==> src/rtl/vga_pixel_capture.sv <==
// vga_pixel_capture: rebuilds adapter-pixel records (x, y, colour) from a sampled VGA stream.
// Define CAPTURE_CRC_EN to add a CRC-16-CCITT of each frame's px_rgb stream on frame_crc.
module vga_pixel_capture #(
  parameter int H_ACTIVE = 640,
  parameter int H_BP     = 48,
  parameter int V_ACTIVE = 480,
  parameter int V_BP     = 33,
  parameter int SCALE    = 4
) (
  input  logic        clk,
  input  logic        rst,
  input  logic        vga_clk,
  input  logic        vga_hs,
  input  logic        vga_vs,
  input  logic [7:0]  vga_r,
  input  logic [7:0]  vga_g,
  input  logic [7:0]  vga_b,
  output logic        px_valid,
  output logic [7:0]  px_x,
  output logic [6:0]  px_y,
  output logic [23:0] px_rgb,
  output logic        frame_start,
  output logic        frame_done,
  output logic        sync_err,
  output logic [15:0] frame_crc
);

  localparam int          SHIFT   = $clog2(SCALE);
  localparam logic [10:0] H_START = 11'(H_BP);
  localparam logic [10:0] H_END   = 11'(H_BP + H_ACTIVE);
  localparam logic [10:0] H_LAST  = 11'(H_ACTIVE - SCALE);
  localparam logic [9:0]  V_START = 10'(V_BP);
  localparam logic [9:0]  V_END   = 10'(V_BP + V_ACTIVE);
  localparam logic [9:0]  V_LAST  = 10'(V_ACTIVE - SCALE);
  localparam logic [10:0] H_MASK  = 11'(SCALE - 1);
  localparam logic [9:0]  V_MASK  = 10'(SCALE - 1);

  typedef enum logic [1:0] {SEEK, VSYNC, LINES} state_t;

  state_t      state, state_nxt;
  logic        vga_clk_q, hs_q, vs_q;
  logic        sample, hs_rise, vs_fall, vs_rise;
  logic [10:0] hcnt, hcnt_nxt, hoff;
  logic [9:0]  line, line_nxt, voff;
  logic        armed, armed_nxt;
  logic        frame_err, frame_err_nxt, err_set;
  logic        capture, origin, last, done_arm;

  // Sync edges compare against the levels seen at the previous sample event.
  assign sample  = vga_clk & ~vga_clk_q;
  assign hs_rise = sample & vga_hs & ~hs_q;
  assign vs_fall = sample & ~vga_vs & vs_q;
  assign vs_rise = sample & vga_vs & ~vs_q;
  assign hoff    = hcnt_nxt - H_START;
  assign voff    = line_nxt - V_START;
  assign origin  = (hoff == '0) && (voff == '0);
  assign last    = (hoff == H_LAST) && (voff == V_LAST);

  always_comb begin
    state_nxt     = state;
    hcnt_nxt      = hcnt;
    line_nxt      = line;
    armed_nxt     = armed;
    frame_err_nxt = frame_err;
    err_set       = 1'b0;
    capture       = 1'b0;
    case (state)
      SEEK: if (vs_fall) state_nxt = VSYNC;
      VSYNC: begin
        if (vs_rise) begin
          state_nxt     = LINES;
          hcnt_nxt      = '0;
          line_nxt      = '0;
          armed_nxt     = 1'b1;
          frame_err_nxt = 1'b0;
        end
      end
      LINES: begin
        // A VS fall wins over a coincident HS rise, which is then dropped.
        if (vs_fall) begin
          state_nxt = VSYNC;
          if (line < V_END) err_set = 1'b1;
        end else if (sample) begin
          if (hs_rise) begin
            if (!armed && line >= V_START && line < V_END && hcnt < H_END) err_set = 1'b1;
            hcnt_nxt = '0;
            if (armed) armed_nxt = 1'b0;
            else if (line != '1) line_nxt = line + 10'd1;
          end else if (hcnt != '1) begin
            hcnt_nxt = hcnt + 11'd1;
          end
          capture = !armed_nxt && hcnt_nxt != '1 && line_nxt != '1 &&
                    hcnt_nxt >= H_START && hcnt_nxt < H_END &&
                    line_nxt >= V_START && line_nxt < V_END &&
                    (hoff & H_MASK) == '0 && (voff & V_MASK) == '0;
        end
      end
      default: state_nxt = SEEK;
    endcase
    if (err_set) frame_err_nxt = 1'b1;
  end

  always_ff @(posedge clk or posedge rst) begin
    if (rst) begin
      state     <= SEEK;
      vga_clk_q <= 1'b0;
      hs_q      <= 1'b0;
      vs_q      <= 1'b0;
      hcnt      <= '0;
      line      <= '0;
      armed     <= 1'b0;
      frame_err <= 1'b0;
    end else begin
      vga_clk_q <= vga_clk;
      if (sample) begin
        hs_q <= vga_hs;
        vs_q <= vga_vs;
      end
      state     <= state_nxt;
      hcnt      <= hcnt_nxt;
      line      <= line_nxt;
      armed     <= armed_nxt;
      frame_err <= frame_err_nxt;
    end
  end

  // frame_done trails the last pixel by one clk and is withheld for frames with a sync error.
  always_ff @(posedge clk or posedge rst) begin
    if (rst) begin
      px_valid    <= 1'b0;
      px_x        <= '0;
      px_y        <= '0;
      px_rgb      <= '0;
      frame_start <= 1'b0;
      frame_done  <= 1'b0;
      done_arm    <= 1'b0;
      sync_err    <= 1'b0;
    end else begin
      px_valid    <= capture;
      frame_start <= capture & origin;
      done_arm    <= capture & last & ~frame_err_nxt;
      frame_done  <= done_arm;
      sync_err    <= sync_err | err_set;
      if (capture) begin
        px_x   <= 8'(hoff >> SHIFT);
        px_y   <= 7'(voff >> SHIFT);
        px_rgb <= {vga_r, vga_g, vga_b};
      end
    end
  end

`ifdef CAPTURE_CRC_EN
  function automatic logic [15:0] crc_step(input logic [15:0] crc_in, input logic [23:0] data);
    logic [15:0] c;
    c = crc_in;
    for (int i = 23; i >= 0; i--)
      c = {c[14:0], 1'b0} ^ ((c[15] ^ data[i]) ? 16'h1021 : 16'h0000);
    return c;
  endfunction

  logic [15:0] crc_q;

  // The CRC restarts on the frame's first pixel so it tracks px_valid exactly.
  always_ff @(posedge clk or posedge rst) begin
    if (rst) crc_q <= '0;
    else if (capture) crc_q <= crc_step(origin ? 16'hFFFF : crc_q, {vga_r, vga_g, vga_b});
  end

  assign frame_crc = crc_q;
`else
  assign frame_crc = 16'h0000;
`endif

endmodule

==> config.mk <==
export PLATFORM = sky130hd
export DESIGN_NAME = vga_pixel_capture
export DESIGN_NICKNAME = d
export VERILOG_FILES = /design/src/rtl/vga_pixel_capture.sv
export SDC_FILE = /design/constraint.sdc
export NUM_CORES = 1
export LEC_CHECK = 0
export CELL_PAD_IN_SITES_DETAIL_PLACEMENT = 1
export CELL_PAD_IN_SITES_GLOBAL_PLACEMENT = 2
export CORE_AREA = 2 2 121 123
export DETAILED_ROUTE_END_ITERATION = 8
export DIE_AREA = 0 0 123 125
export PLACE_DENSITY_LB_ADDON = 0.1
export SYNTH_ARGS = -nofsm -noshare
export SYNTH_HDL_FRONTEND = slang
export SYNTH_SLANG_ARGS = --single-unit
==> constraint.sdc <==
create_clock -name clk -period 3.6 [get_ports clk]
set_clock_uncertainty 0.05 [all_clocks]
set_input_delay 1.08 -clock clk [delete_from_list [all_inputs] [get_ports clk]]
set_output_delay 1.08 -clock clk [all_outputs]
set_load 0.05 [all_outputs]
==> reports/metrics.cfg, run 1 <==
[drt]
drt-wirelength-per-cell_um=19.41
drt-total-wl_mm=15.47
ant_nets=0
vias=4120
first_iter_violations=183
first_pass_iters=4
vias_per_cell=5.169
drc_errors=0

[clocking]
postCtsHoldBufs=0
cts_buffer_depth=2
clock-sinks=72
path_clk_slew_ns=0.06
clk_latency_ns=0.35
cts_tree=done
cts_buffers=9
cts_root_buf=clkbuf_16
h-tree-depth=3

[global_route]
antenna_found_initial=0
grt_pass1_vias=4456
grt_pass1_wl_mm=24.62
grt_max_degree=45
grtUsageTotal_pct=21.01
grt.overflow.total=0

[sta]
min_period_ns=3.502
slew_viol_final=0
max_freq_mhz=285.6
min_period_over_period_pct=97.27
hold_ws_ns=0.3040
slew_headroom_pct=59.74
finalSetupViolations=0
tightest_slew_ns=0.6039
timing.final.hold_violations=0
rsz0062_at_grt=true

[pwr]
vdd_ir_drop_max_v=0.0001805
finalPower_w=0.002321
p_leak_nw=3.034
p_per_area_nw_per_um2=344.9

[floorplanning]
ioPinCount=88
core_area_um2=14200
initial_core_util_pct=31.88
die-height_um=125
dieArea_um2=15380
row_count=44
fp.dieW_um=123

[synthesis]
synth_edf_count=0
ys.flop_type=dfrtp_1
synth_warnings=0
ys_ff_latch=72
syn_area_per_cell_um2=10.53
synth_cells=430
seq_area_frac_synth_pct=39.79
async_reset_ff_share_pct=100.0
ys_types=80
netlist_area_um2=4528

[worst_setup_path]
crit_path_end=px_rgb[21]
critPathCaptureType=flop
crit_arrival_ns=3.68
crit_start=vga_clk
crit_type=primary input to flop
r2r-start=hcnt[1]
path_max_fanout=7
r2r_cells=10
cp.required_ns=3.78
critPathLaunchType=primary input
timing.rr.end=px_rgb[21]
r2r_slack_ns=0.30

[cells_and_area]
nNetsFinal=647
fin_cells=797
finish.instance_area_um2=6730
layout-drive-gt1-share_pct=33.93
filler_cell_count=1577
antenna_cells=0
syn2layout_area_growth_pct=48.63

[placement]
dp_hpwl_mm=11.42
gp_congestion=0.9459
place_area_um2=6106
numPortBuffers=71
dp.cells=767

[flow_run]
cap_viol_max_count=0

[min_path]
hold_path_class=flop to flop

[status]
status=finished clean

## critical path: stages
cell,delay [ns]
dlygate4sd2_1,0.25
and4bb_2,0.28
buf_4,0.14
o311ai_4,0.10
or4_1,0.43
a32oi_2,0.22
a32oi_2,0.18
nor4_4,0.29
buf_6,0.15
bufbuf_16,0.26
mux2_4,0.29
## repair_timing
action                                 CTS  global route
pin swaps                               16             9
buffers inserted                        11             3
gates cloned                             1             0
resized for setup                       20            11
setup endpoints to repair               40            25
endpoints found under the hold margin    0             0
## cells by family after synthesis
logic type      count (synthesis)  synth area share [%]
compound gates                105                 17.66
fa+ha+maj                      10                 2.763
buf+inv                        58                 7.074
simple gates                  134                 18.43
flops                          72                 39.79
mux                            38                 11.88
other cells                     1               0.08282
xor+xnor                       12                 2.321
## metal layers
metal | up-vias | global-route usage [%] | wire length, um
met5 | - | 0 | 0
met4 | 0 | 8.957 | 371
met3 | 21 | 4.060 | 614
met2 | 93 | 35.42 | 7786
met1 | 2073 | 25.95 | 6697
li1 | 1933 | - | -
## cells in the mapped netlist (3+ instances only)
master	n	area, um^2
a21o_1	3	22.52
a21oi_1	16	80.08
a31oi_1	7	43.79
a41oi_1	5	43.79
and3_1	6	37.54
and4_1	4	35.03
buf_2	5	25.02
buf_4	17	127.6
buf_6	4	45.04
clkbuf_1	10	37.54
dfrtp_1	72	1802
ha_1	10	125.1
inv_1	20	75.07
mux2_2	5	56.30
mux2_4	30	450.4
nand2_1	28	105.1
nand2b_1	5	31.28
nand3_1	10	50.05
nand4_1	9	56.30
nand4b_1	3	26.28
nor2_1	26	97.59
nor3_1	7	35.03
nor4_1	5	31.28
nor4_4	3	63.81
o211ai_1	5	37.54
o21ai_0	23	115.1
o31ai_1	6	45.04
o41ai_1	3	26.28
or3_1	5	31.28
or4_1	3	22.52
xnor2_1	7	61.31
xor2_1	5	43.79
## layout by cell type (no fill, tap or decap), drive strengths merged, types with 3 or more instances in the layout
cell type / count
a211oi: 3
a21o: 3
a21oi: 17
a31oi: 7
a41oi: 5
and3: 6
and4: 5
buf: 118
bufinv: 3
clkbuf: 10
clkdlybuf4s50: 68
conb: 16
dfrtp: 72
ha: 10
inv: 21
mux2: 36
nand2: 28
nand2b: 5
nand3: 11
nand4: 10
nand4b: 3
nor2: 26
nor3: 8
nor4: 9
o2111ai: 3
o211ai: 5
o21ai: 24
o31ai: 6
o41ai: 4
or3: 5
or4: 3
xnor2: 7
xor2: 5
## sequential cells by signal, summed over array words and instances (netlist names)
name	cells
armed	1
done_arm	1
frame_done	1
frame_err	1
frame_start	1
hcnt	11
hs_q	1
line	10
px_rgb	24
px_valid	1
px_x	8
px_y	7
state	2
sync_err	1
vga_clk_q	1
vs_q	1
## how the worst min path moves through the flow
stage / start / cells past startpoint / endpoint / slack (ns)
floorplan: done_arm / 0 / frame_done / 0.28
global placement: done_arm / 0 / frame_done / 0.29
detailed placement: done_arm / 0 / frame_done / 0.29
CTS: done_arm / 0 / frame_done / 0.30
global route: done_arm / 0 / frame_done / 0.30
finish: done_arm / 0 / frame_done / 0.30
## layout make-up
cell class	count	area [um^2]	share of cell area, %
tap	184	230.2	3.421
sequential	72	1802	26.77
inverter	20	75.07	1.115
timing repair buffer	190	1675	24.89
clock buffer	10	239.0	3.551
clock inverter	6	115.1	1.710
multi-input combinational	315	2594	38.54
## through the flow
step,util (%),TNS (ns),worst slack (ns)
2_1_floorplan,-,0,0.05406
3_3_place_gp,42.99,-25.70,-0.6923
3_5_place_dp,42.99,-28.17,-0.7509
4_1_cts,46.89,0,0.03102
5_1_grt,47.38,-0.06941,-0.04315
6_report,47.38,0,0.09830
## power breakdown
group / switching, W / leakage [nW] / internal [W]
registers: 0.0000152 / 0.989 / 0.000822
logic: 0.000232 / 1.87 / 0.000157
clock network: 0.000394 / 0.175 / 0.000701
total: 0.000641 / 3.03 / 0.00168
No activity file was read; power rests on OpenSTA's default activity.
==> run 2, diff against run 1 <==
--- a/config.mk
+++ b/config.mk
@@ -8,6 +8,7 @@
 export CELL_PAD_IN_SITES_DETAIL_PLACEMENT = 1
 export CELL_PAD_IN_SITES_GLOBAL_PLACEMENT = 2
 export CORE_AREA = 2 2 121 123
+export CTS_CLUSTER_SIZE = 16
 export DETAILED_ROUTE_END_ITERATION = 8
 export DIE_AREA = 0 0 123 125
 export PLACE_DENSITY_LB_ADDON = 0.1
==> results of run 2 <==
Same layout as run 1: the final DEF is identical, and so are final timing and power.
